--- config.mk ---
export PLATFORM = sky130hd
export DESIGN_NAME = muldiv_iter_unit
export DESIGN_NICKNAME = d
export VERILOG_FILES = /design/src/rtl/muldiv_iter_unit_pkg.sv /design/src/rtl/muldiv_iter_unit_step.sv /design/src/rtl/muldiv_iter_unit.sv
export SDC_FILE = /design/constraint.sdc
export NUM_CORES = 1
export LEC_CHECK = 0
export BUFFER_PORTS_ARGS = -buffer_cell sky130_fd_sc_hd__buf_2
export CAP_MARGIN = 20
export CORE_MARGIN = 4
export CORE_UTILIZATION = 35
export DETAILED_ROUTE_END_ITERATION = 7
export SLEW_MARGIN = 10
export SYNTH_ARGS = -nofsm -noshare
export SYNTH_HDL_FRONTEND = slang
export SYNTH_SLANG_ARGS = --single-unit
--- constraint.sdc ---
create_clock -name clk -period 5 [get_ports clk]
set_input_delay 0.5 -clock clk [delete_from_list [all_inputs] [get_ports clk]]
set_output_delay 0.5 -clock clk [all_outputs]
set_load 0.1 [all_outputs]
--- src/rtl/muldiv_iter_unit_pkg.sv ---
// Shared definitions for the iterative multiply/divide unit: ALU operation codes,
// FSM state encodings visible to the hazard logic, and operation decode helpers.
package muldiv_iter_unit_pkg;

    localparam logic [4:0] ALU_ADD           = 5'd2;
    localparam logic [4:0] ALU_SIGNED_MULT   = 5'd16;
    localparam logic [4:0] ALU_UNSIGNED_MULT = 5'd17;
    localparam logic [4:0] ALU_SIGNED_DIV    = 5'd18;
    localparam logic [4:0] ALU_UNSIGNED_DIV  = 5'd19;

    localparam logic [1:0] MD_IDLE = 2'd0;
    localparam logic [1:0] MD_CALC = 2'd1;
    localparam logic [1:0] MD_DONE = 2'd2;

    typedef enum logic [1:0] {
        ST_IDLE = MD_IDLE,
        ST_CALC = MD_CALC,
        ST_DONE = MD_DONE
    } md_state_e;

    typedef struct packed {
        logic is_div;
        logic is_signed;
    } md_kind_t;

    function automatic logic is_md_op(input logic [4:0] code);
        case (code)
            ALU_SIGNED_MULT,
            ALU_UNSIGNED_MULT,
            ALU_SIGNED_DIV,
            ALU_UNSIGNED_DIV: is_md_op = 1'b1;
            default:          is_md_op = 1'b0;
        endcase
    endfunction

    function automatic md_kind_t decode_kind(input logic [4:0] code);
        md_kind_t k;
        k.is_div    = (code == ALU_SIGNED_DIV)  || (code == ALU_UNSIGNED_DIV);
        k.is_signed = (code == ALU_SIGNED_MULT) || (code == ALU_SIGNED_DIV);
        return k;
    endfunction

endpackage

--- src/rtl/muldiv_iter_unit_step.sv ---
// One iteration of the shared datapath: a shift-add multiply step or a
// restoring-divide step over unsigned magnitudes.
module muldiv_step #(
    parameter int DATA_W = 32
) (
    input  logic              is_div,
    input  logic [DATA_W:0]   work_hi,
    input  logic [DATA_W-1:0] work_lo,
    input  logic [DATA_W-1:0] m,
    output logic [DATA_W:0]   next_hi,
    output logic [DATA_W-1:0] next_lo
);

    logic [DATA_W:0] sum_s;
    logic [DATA_W:0] shifted_s;
    logic [DATA_W:0] diff_s;

    // Multiply shifts {hi,lo} right after a conditional add; divide shifts left and trial-subtracts.
    always_comb begin
        sum_s     = work_hi + (work_lo[0] ? {1'b0, m} : {(DATA_W+1){1'b0}});
        shifted_s = {work_hi[DATA_W-1:0], work_lo[DATA_W-1]};
        diff_s    = shifted_s - {1'b0, m};
        if (is_div) begin
            // A clear top bit means the trial subtraction did not borrow.
            if (!diff_s[DATA_W]) begin
                next_hi = diff_s;
                next_lo = {work_lo[DATA_W-2:0], 1'b1};
            end else begin
                next_hi = shifted_s;
                next_lo = {work_lo[DATA_W-2:0], 1'b0};
            end
        end else begin
            next_hi = {1'b0, sum_s[DATA_W:1]};
            next_lo = {sum_s[0], work_lo[DATA_W-1:1]};
        end
    end

endmodule

--- src/rtl/muldiv_iter_unit.sv ---
// Iterative multiply/divide engine: latches magnitudes at start, runs DATA_W
// iterations, then applies sign correction and presents {hi, lo} with a done pulse.
module muldiv_iter_unit
    import muldiv_iter_unit_pkg::*;
#(
    parameter  int DATA_W = 32,
    localparam int CNT_W  = $clog2(DATA_W) + 1
) (
    input  logic              clk,
    input  logic              resetn,
    input  logic [4:0]        alu_control,
    input  logic              op_valid,
    input  logic [DATA_W-1:0] src_a,
    input  logic [DATA_W-1:0] src_b,
    input  logic              flush,
    output logic              ready,
    output logic              stall,
    output logic              done,
    output logic [DATA_W-1:0] hi,
    output logic [DATA_W-1:0] lo,
    output logic              div_by_zero
);

    localparam logic [CNT_W-1:0] CNT_ONE  = CNT_W'(1'b1);
    localparam logic [CNT_W-1:0] CNT_LAST = CNT_W'(DATA_W - 1);

    md_state_e         state_r;
    md_state_e         state_nxt_s;
    logic [CNT_W-1:0]  cnt_r;
    logic              is_div_r;
    logic              is_signed_r;
    logic              sa_r;
    logic              sb_r;
    logic              dz_r;
    logic [DATA_W-1:0] raw_a_r;
    logic [DATA_W-1:0] m_r;
    logic [DATA_W:0]   work_hi_r;
    logic [DATA_W-1:0] work_lo_r;
    logic [DATA_W-1:0] hi_r;
    logic [DATA_W-1:0] lo_r;
    logic              done_r;
    logic              dz_out_r;

    md_kind_t          kind_s;
    logic              is_md_s;
    logic              start_s;
    logic              last_s;
    logic              finish_s;
    logic              a_neg_s;
    logic              b_neg_s;
    logic [DATA_W-1:0] abs_a_s;
    logic [DATA_W-1:0] abs_b_s;
    logic [DATA_W:0]   step_hi_s;
    logic [DATA_W-1:0] step_lo_s;
    logic [2*DATA_W-1:0] prod_raw_s;
    logic [2*DATA_W-1:0] prod_s;
    logic [DATA_W-1:0] res_hi_s;
    logic [DATA_W-1:0] res_lo_s;

    function automatic logic [DATA_W-1:0] cond_negate(input logic [DATA_W-1:0] v, input logic neg);
        return neg ? -v : v;
    endfunction

    muldiv_step #(.DATA_W(DATA_W)) u_step (
        .is_div  (is_div_r),
        .work_hi (work_hi_r),
        .work_lo (work_lo_r),
        .m       (m_r),
        .next_hi (step_hi_s),
        .next_lo (step_lo_s)
    );

    // Operation decode, start/finish qualifiers and operand magnitudes.
    always_comb begin
        is_md_s  = is_md_op(alu_control);
        kind_s   = decode_kind(alu_control);
        start_s  = (state_r == ST_IDLE) && op_valid && is_md_s && !flush;
        last_s   = (state_r == ST_CALC) && (cnt_r == CNT_LAST);
        finish_s = last_s && !flush;
        a_neg_s  = kind_s.is_signed && src_a[DATA_W-1];
        b_neg_s  = kind_s.is_signed && src_b[DATA_W-1];
        abs_a_s  = cond_negate(src_a, a_neg_s);
        abs_b_s  = cond_negate(src_b, b_neg_s);
    end

    // Next-state logic; a flush always returns to IDLE without completing.
    always_comb begin
        state_nxt_s = state_r;
        case (state_r)
            ST_IDLE: begin
                if (start_s) begin
                    state_nxt_s = ST_CALC;
                end else begin
                    state_nxt_s = ST_IDLE;
                end
            end
            ST_CALC: begin
                if (flush) begin
                    state_nxt_s = ST_IDLE;
                end else if (last_s) begin
                    state_nxt_s = ST_DONE;
                end else begin
                    state_nxt_s = ST_CALC;
                end
            end
            ST_DONE: state_nxt_s = ST_IDLE;
            default: state_nxt_s = ST_IDLE;
        endcase
    end

    // Final result from the last iteration with sign correction and divide-by-zero override.
    always_comb begin
        prod_raw_s = {step_hi_s[DATA_W-1:0], step_lo_s};
        prod_s     = (is_signed_r && (sa_r ^ sb_r)) ? -prod_raw_s : prod_raw_s;
        if (is_div_r && dz_r) begin
            res_lo_s = {DATA_W{1'b1}};
            res_hi_s = raw_a_r;
        end else if (is_div_r) begin
            // Quotient sign follows sa^sb; remainder takes the dividend's sign.
            res_lo_s = cond_negate(step_lo_s, is_signed_r && (sa_r ^ sb_r));
            res_hi_s = cond_negate(step_hi_s[DATA_W-1:0], is_signed_r && sa_r);
        end else begin
            res_lo_s = prod_s[DATA_W-1:0];
            res_hi_s = prod_s[2*DATA_W-1:DATA_W];
        end
    end

    // State, iteration counter and working registers.
    always_ff @(posedge clk or negedge resetn) begin
        if (!resetn) begin
            state_r     <= ST_IDLE;
            cnt_r       <= {CNT_W{1'b0}};
            is_div_r    <= 1'b0;
            is_signed_r <= 1'b0;
            sa_r        <= 1'b0;
            sb_r        <= 1'b0;
            dz_r        <= 1'b0;
            raw_a_r     <= {DATA_W{1'b0}};
            m_r         <= {DATA_W{1'b0}};
            work_hi_r   <= {(DATA_W+1){1'b0}};
            work_lo_r   <= {DATA_W{1'b0}};
        end else begin
            state_r <= state_nxt_s;
            if (start_s) begin
                cnt_r       <= {CNT_W{1'b0}};
                is_div_r    <= kind_s.is_div;
                is_signed_r <= kind_s.is_signed;
                sa_r        <= a_neg_s;
                sb_r        <= b_neg_s;
                dz_r        <= kind_s.is_div && (src_b == {DATA_W{1'b0}});
                raw_a_r     <= src_a;
                work_hi_r   <= {(DATA_W+1){1'b0}};
                // Multiply shifts the multiplier out of lo; divide shifts the dividend out of lo.
                work_lo_r   <= kind_s.is_div ? abs_a_s : abs_b_s;
                m_r         <= kind_s.is_div ? abs_b_s : abs_a_s;
            end else if (state_r == ST_CALC) begin
                cnt_r     <= cnt_r + CNT_ONE;
                work_hi_r <= step_hi_s;
                work_lo_r <= step_lo_s;
            end else begin
                cnt_r     <= cnt_r;
                work_hi_r <= work_hi_r;
                work_lo_r <= work_lo_r;
            end
        end
    end

    // Result registers: loaded only when an uninterrupted operation completes.
    always_ff @(posedge clk or negedge resetn) begin
        if (!resetn) begin
            hi_r     <= {DATA_W{1'b0}};
            lo_r     <= {DATA_W{1'b0}};
            done_r   <= 1'b0;
            dz_out_r <= 1'b0;
        end else begin
            done_r   <= finish_s;
            dz_out_r <= finish_s && is_div_r && dz_r;
            if (finish_s) begin
                hi_r <= res_hi_s;
                lo_r <= res_lo_s;
            end else begin
                hi_r <= hi_r;
                lo_r <= lo_r;
            end
        end
    end

    assign ready       = (state_r == ST_IDLE);
    assign stall       = ((state_r == ST_IDLE) && op_valid && is_md_s) || (state_r == ST_CALC);
    assign done        = done_r;
    assign hi          = hi_r;
    assign lo          = lo_r;
    assign div_by_zero = dz_out_r;

endmodule

==> impl_metrics.env, run 1 <==
export IMPL_worstMarginPinSlew_ns=1.11
export IMPL_switchingPower_mw=6.97
export IMPL_fp_dieW_um=231
export IMPL_ant_nets=0
export IMPL_relSlewSlack_pct=25.7
export IMPL_routed_wl_um=71600
export IMPL_synth_net_count=2386
export IMPL_whs_ns=-0.0297
export IMPL_cts_root_buffer="clkbuf_16"
export IMPL_critPathLaunch="work_hi_r[8]"
export IMPL_cts_sinks=208
export IMPL_grt_pass1_vias=18182
export IMPL_ctsHoldBuffers=0
export IMPL_synth_common_cells="nand2_1 (345), o21ai_0 (211), dfrtp_1 (208)"
export IMPL_grt_pass1_wl_um=108000
export IMPL_r2r_start="work_hi_r[8]"
export IMPL_seqPwrFrac_pct=17.0
export IMPL_io_buffer_count=140
export IMPL_first_pass_iters=6
export IMPL_synth_area_mm2=0.0174
export IMPL_hold_viol_final=12
export IMPL_synth_top_flop_cell="dfrtp_1"
export IMPL_cts_tree="done"
export IMPL_ff2ff_path_depth=26
export IMPL_max_clock_freq_ghz=0.193
export IMPL_crit_end="hi[12]"
export IMPL_startpoint_type="flop"
export IMPL_worstPathArrival_ns=5.65
export IMPL_crit_fanout=3
export IMPL_start_util_pct=35.4
export IMPL_clk_pin_slew_ns=0.06
export IMPL_die_y_um=231
export IMPL_fin_nets=2691
export IMPL_yosysSeqAreaShare_pct=30.0
export IMPL_grt_use_total_pct=25.9
export IMPL_fin_cells=3231
export IMPL_cts_buffers=26
export IMPL_viasPerCell=5.78
export IMPL_p_int_mw=7.56
export IMPL_yosys_warnings=0
export IMPL_fin_crit_sh_pct=104
export IMPL_ir_drop_v=0.000316
export IMPL_ys_ff_latch=208
export IMPL_clk_latency_ns=0.58
export IMPL_p_comb_share_pct=68.9
export IMPL_synth_top_area_share_pct=30.0
export IMPL_maxCapViolCount=0
export IMPL_fin_crit_ns=5.18
export IMPL_rows=81
export IMPL_maxSlewViolCount=0
export IMPL_rrSetupSlack_ns=-0.18
export IMPL_cp_common_cell="buf_6"
export IMPL_yosys_area_top_type="dfrtp_1"
export IMPL_cp_slowest_stage_delay_ns=0.58
export IMPL_dieArea_mm2=0.0533
export IMPL_swShare_pct=47.9
export IMPL_syn_avg_cell_area_um2=7.75
export IMPL_drt_iter0_markers=1768
export IMPL_grt_max_degree=121
export IMPL_crit_type="flop to flop"
export IMPL_ys_types=96
export IMPL_syn_to_final_growth_pct=26.1
export IMPL_worst_setup_path_end_kind="flop"
export IMPL_final_util_pct=44.7
export IMPL_nFillCells=4997
export IMPL_synthCells=2241
export IMPL_cts_htree_levels=1
export IMPL_cts_buffer_depth=3
export IMPL_drive_gt1_share_pct=23.7
export IMPL_reg2reg_to="hi[12]"
export IMPL_total_power_mw=14.5
export IMPL_setup_viol=14
export IMPL_pin_count=141
export IMPL_leakagePower_nw=9.85
export IMPL_p_per_area_mw_per_mm2=663
export IMPL_clkPwrFrac_pct=14.1
export IMPL_fin_ws_ns=-0.177
export IMPL_vias=18682
export IMPL_synth_edf_count=0
export IMPL_synth_most_common_cell="nand2_1"
export IMPL_gr_total_overflow=0
export IMPL_core_mm2=0.0491
export IMPL_cp_slowest_cell="or4_4"
export IMPL_min_path_type="primary input to async pin"
export IMPL_grt_antenna_before_repair=3
export IMPL_avgRoutedWirePerCell_um=22.2
export IMPL_status="finished with violations"
export IMPL_hpwlAfterDp_um=55700
export IMPL_drc=0
export IMPL_synthArstFlopShare_pct=100
export IMPL_post_place_cells=3153
export IMPL_grt_setup_unrepaired="true"
export IMPL_gp_congestion=0.978
export IMPL_ys_top_cells_by_area="dfrtp_1 (30%), nand2_1 (7.5%), o21ai_0 (6.1%)"
export IMPL_finClkSkew_ns=0.0316
export IMPL_violations="negative hold slack, negative setup slack"
export IMPL_critPathRequiredTime_ns=5.48
[final cells by class]
class / count / area, um2 / area share, %
multi-input combinational: 1823 / 11800 / 53.8
clock inverter: 16 / 215 / 0.982
inverter: 65 / 246 / 1.12
clock buffer: 32 / 713 / 3.25
tap: 664 / 831 / 3.79
sequential: 208 / 5210 / 23.8
timing repair buffer: 422 / 2900 / 13.2
antenna: 1 / 2.50 / 0.0114
[worst min path at each step]
stage | from | end | slack, ns
final | resetn | cnt_r[5] | -0.03
after detailed placement | raw_a_r[14] | raw_a_r[14] | 0.46
after global placement | raw_a_r[31] | raw_a_r[31] | 0.45
after global routing | resetn | cnt_r[5] | 0.13
after floorplan | resetn | cnt_r[0] | 0.20
after CTS | resetn | work_lo_r[24] | 0.09
[power groups by stage]
stage,Clock (mW),Sequential [mW],Combinational (mW)
3_3_place_gp,0,2.46,9.08
4_1_cts,2.08,2.45,9.45
5_1_grt,2.14,2.52,10.7
2_1_floorplan,0,2.61,5.03
3_5_place_dp,0,2.47,9.12
6_report,2.05,2.47,10.0
[logic make-up (layout without fill, tap and decap cells)]
| family | count (synthesis) | count (layout) | synth area share [%] |
|---|---|---|---|
| AND/OR/NAND/NOR | 846 | 846 | 22.7 |
| AO/OA/AOI/OAI | 700 | 700 | 25.9 |
| buffers and inverters | 210 | 535 | 5.31 |
| flip-flops | 208 | 208 | 30.0 |
| XOR/XNOR | 146 | 146 | 7.36 |
| adder cells (fa/ha/maj) | 72 | 72 | 5.27 |
| multiplexers | 59 | 59 | 3.47 |
| other | 0 | 1 | 0 |
[layout by cell type (no fill, tap or decap), types with 26 or more instances in the layout]
master       n
o221ai_1    28
a21oi_1    173
nand2_1    344
xor2_1      72
inv_1       58
nor3_1      36
nand4_1     37
nand3_1     61
clkbuf_16   26
nor2_1     172
o22a_1      30
buf_4      272
dfrtp_1    207
mux2i_1     51
and2_1      44
o211ai_1    30
o21ai_0    194
ha_1        63
xnor2_1     69
buf_2      138
[metal layers]
layer,track usage (%),up-vias,wire length [um]
met5,0,-,0
met4,11.4,0,3660
met3,3.36,155,4940
met2,41.4,812,32300
li1,-,8671,-
met1,35.0,9044,30700
[critical path, delay by kind of cell (launching register included)]
| kind | cells | cell delay, ns |
|---|---|---|
| and+or+nand+nor | 8 | 1.62 |
| AOI/OAI and AO/OA | 8 | 1.41 |
| adders and majority gates | 3 | 0.74 |
| buffers and inverters | 6 | 0.71 |
| DFF | 1 | 0.41 |
| xor gates and xnor gates | 1 | 0.18 |
[sequential cells by signal (all words and copies together), names as in the netlist]
name and flops:
work_hi_r 33, hi 32, lo 32, m_r 32, raw_a_r 32, work_lo_r 32
cnt_r 6, state_r 2, div_by_zero 1, done 1, dz_r 1, is_div_r 1
is_signed_r 1, sa_r 1, sb_r 1
[timing repair]
item | 4_1_cts | 5_1_grt
endpoints found under the hold margin | 0 | 0
resized for setup | 54 | 65
pin swaps | 36 | 37
setup endpoints to repair | 30 | 37
setup buffers | 14 | 15
[through the flow]
step	area (um2)	TNS, ns	setup WS, ns
4_1_cts	21500	-0.411	-0.0923
5_1_grt	21900	-6.83	-0.360
3_3_place_gp	20200	-4.43	-0.285
2_1_floorplan	17400	0	0.00489
6_report	21900	-0.979	-0.177
3_5_place_dp	20200	-6.53	-0.417
(Power assumes the default switching activity.)
==> run 2, diff against run 1 <==
--- a/config.mk
+++ b/config.mk
@@ -5,6 +5,7 @@
 export SDC_FILE = /design/constraint.sdc
 export NUM_CORES = 1
 export LEC_CHECK = 0
+export ABC_AREA = 1
 export BUFFER_PORTS_ARGS = -buffer_cell sky130_fd_sc_hd__buf_2
 export CAP_MARGIN = 20
 export CORE_MARGIN = 4
==> impl_metrics.env, run 2 <==
export IMPL_status="finished clean"
export IMPL_cts_sinks=208
export IMPL_cp_common_cell="nand2_1"
export IMPL_finClkSkew_ns=0.0414
export IMPL_setup_tns_ns=0
export IMPL_maxCapViolCount=0
export IMPL_critPathBufInv=3
export IMPL_worstPathArrival_ns=5.16
export IMPL_synth_area_mm2=0.0188
export IMPL_gp_congestion=1.04
export IMPL_gr_total_overflow=0
export IMPL_synth_common_cells="nand2_1 (995), inv_1 (494), nor2_1 (280)"
export IMPL_hpwlAfterDp_um=65700
export IMPL_syn_to_final_growth_pct=13.1
export IMPL_grt_setup_unrepaired="true"
export IMPL_first_pass_iters=6
export IMPL_cp_slowest_stage_delay_ns=0.46
export IMPL_yosys_area_top_type="dfrtp_1"
export IMPL_worst_setup_path_end_kind="flop"
export IMPL_vias=20731
export IMPL_p_per_area_mw_per_mm2=617
export IMPL_maxSlewViolCount=0
export IMPL_p_comb_share_pct=66.1
export IMPL_ys_types=61
export IMPL_cts_buffers=26
export IMPL_swShare_pct=55.9
export IMPL_leakagePower_nw=11.4
export IMPL_ys_top_cells_by_area="dfrtp_1 (28%), nand2_1 (20%), inv_1 (9.9%)"
export IMPL_synth_net_count=3169
export IMPL_seqPwrFrac_pct=18.9
export IMPL_grt_max_degree=102
export IMPL_cts_htree_levels=1
export IMPL_drc=0
export IMPL_crit_fanout=4
export IMPL_cts_buffer_depth=3
export IMPL_hold_viol_final=0
export IMPL_pin_count=141
export IMPL_final_cell_mix="nand2_1 (995), inv_1 (494), nor2_1 (272), dfrtp_1 (205), nand3_1 (170)"
export IMPL_grt_pass1_wl_um=119000
export IMPL_switchingPower_mw=7.31
export IMPL_fp_dieW_um=240
export IMPL_ant_nets=0
export IMPL_cts_root_buffer="clkbuf_16"
export IMPL_syn_avg_cell_area_um2=6.20
export IMPL_yosysSeqAreaShare_pct=27.7
export IMPL_cp_slowest_cell="dfrtp_1"
export IMPL_setup_viol=0
export IMPL_ir_drop_v=0.000387
export IMPL_critPathRequiredTime_ns=5.47
export IMPL_synth_most_common_cell="nand2_1"
export IMPL_drt_iter0_markers=2454
export IMPL_fin_nets=3291
export IMPL_grt_use_total_pct=27.3
export IMPL_top_register="work_hi_r"
export IMPL_worstMarginPinSlew_ns=1.02
export IMPL_cts_tree="done"
export IMPL_rows=84
export IMPL_drive_gt1_share_pct=10.4
export IMPL_fin_crit_ns=4.70
export IMPL_synth_edf_count=0
export IMPL_crit_type="flop to flop"
export IMPL_final_common_cell="nand2_1"
export IMPL_avgRoutedWirePerCell_um=21.1
export IMPL_relSlewSlack_pct=32.1
export IMPL_min_path_type="primary input to flop"
export IMPL_io_buffer_count=140
export IMPL_startpoint_type="flop"
export IMPL_fin_crit_sh_pct=94.0
export IMPL_cp_top_family="simple AND/OR/NAND/NOR gates"
export IMPL_total_power_mw=13.1
export IMPL_yosys_warnings=0
export IMPL_ys_ff_latch=208
export IMPL_clkPwrFrac_pct=14.9
export IMPL_start_util_pct=35.5
export IMPL_dieArea_mm2=0.0574
export IMPL_clk_pin_slew_ns=0.06
export IMPL_grt_pass1_vias=19076
export IMPL_p_int_mw=5.78
export IMPL_max_clock_freq_ghz=0.213
export IMPL_grt_antenna_before_repair=1
export IMPL_synth_top_flop_cell="dfrtp_1"
export IMPL_routed_wl_um=81100
export IMPL_n_antenna_cell=0
export IMPL_synth_top_area_share_pct=27.7
export IMPL_clk_latency_ns=0.57
export IMPL_core_mm2=0.0529
export IMPL_largest_reg_flops=33
export IMPL_final_util_pct=40.1
export IMPL_nFillCells=5820
export IMPL_viasPerCell=5.38
export IMPL_synthCells=3024
export IMPL_synthArstFlopShare_pct=100
export IMPL_die_y_um=240
-- run 2: cell count changes after synthesis, sizes merged, moves of 27 or more --
cell / delta
nand2: +660
inv: +446
nor2: +116
nand3: +111
a21oi: -66
xnor2: -62
mux2i: -51
o21ai: -48
and2: -41
o22ai: +40
clkbuf: -37
and3: -27
-- run 2: cell type report --
| class | count | area, um2 | area share [%] |
|---|---|---|---|
| Tap cell | 688 | 861 | 4.06 |
| Multi-Input combinational cell | 2206 | 11200 | 52.9 |
| Sequential cell | 208 | 5210 | 24.6 |
| Clock inverter | 13 | 159 | 0.749 |
| Timing Repair Buffer | 191 | 1120 | 5.28 |
| Inverter | 513 | 1930 | 9.08 |
| Clock buffer | 34 | 721 | 3.40 |
-- run 2: cell families after synthesis --
group,share of synthesized area [%]
simple gates,34.7
buf+inv,13.0
compound gates,15.9
flops,27.7
xor+xnor,3.64
fa+ha+maj,4.88
mux,0.120
-- run 2: path summary, 6_finish.rpt --
path	from	endpoint	slack, ns	depth (start not counted)
setup / recovery	m_r[22]	hi[21]	0.30	32
hold / removal	alu_control[0]	is_signed_r	0.21	2
setup reg to reg	m_r[22]	hi[21]	0.30	32
hold reg to reg	raw_a_r[21]	raw_a_r[21]	0.47	2
min in group asynchronous	resetn	lo[5]	0.54	2
max in group asynchronous	resetn	m_r[10]	3.15	3
-- run 2: metal layers --
metal,up-vias,GRT usage (%),share of wire (%)
li1,9899,-,-
met1,9571,38.0,42
met2,1066,41.7,43
met3,195,5.43,9.9
met4,0,11.3,5.4
met5,-,0,0
-- run 2: repair_timing --
item / 4_1_cts / 5_1_grt
gates resized for setup: 0 / 19
hold buffers: 1 / 0
setup endpoints to repair: 0 / 30
endpoints found under the hold margin: 11 / 0
buffers inserted: 0 / 0
-- run 2: power by group through the flow --
stage               sequential [mW]  clock (mW)  combinational [mW]
floorplan                      2.40           0                5.54
detailed placement             2.48           0                8.38
global route                   2.51        2.04                9.47
global placement               2.47           0                8.40
finish                         2.48        1.96                8.66
CTS                            2.46        1.97                8.43
-- run 2: worst register-to-register path: cells and delay by family, from the launching register on --
| family | cells | cell delay (ns) |
|---|---|---|
| simple gates | 21 | 2.44 |
| compound gates | 6 | 0.82 |
| fa+ha+maj | 2 | 0.60 |
| flops | 1 | 0.46 |
| buf+inv | 3 | 0.30 |
-- run 2: metrics by stage --
step           instance area [um2]  setup slack [ns]  hold slack [ns]  cells
5_1_grt                      21200           -0.0274            0.241   3853
6_report                     21200             0.301            0.211   3853
2_1_floorplan                18800             0.878            0.204   3024
3_5_place_dp                 20200             0.188            0.458   3805
3_3_place_gp                 20200             0.248            0.454   3805
4_1_cts                      21100             0.135            0.190   3853
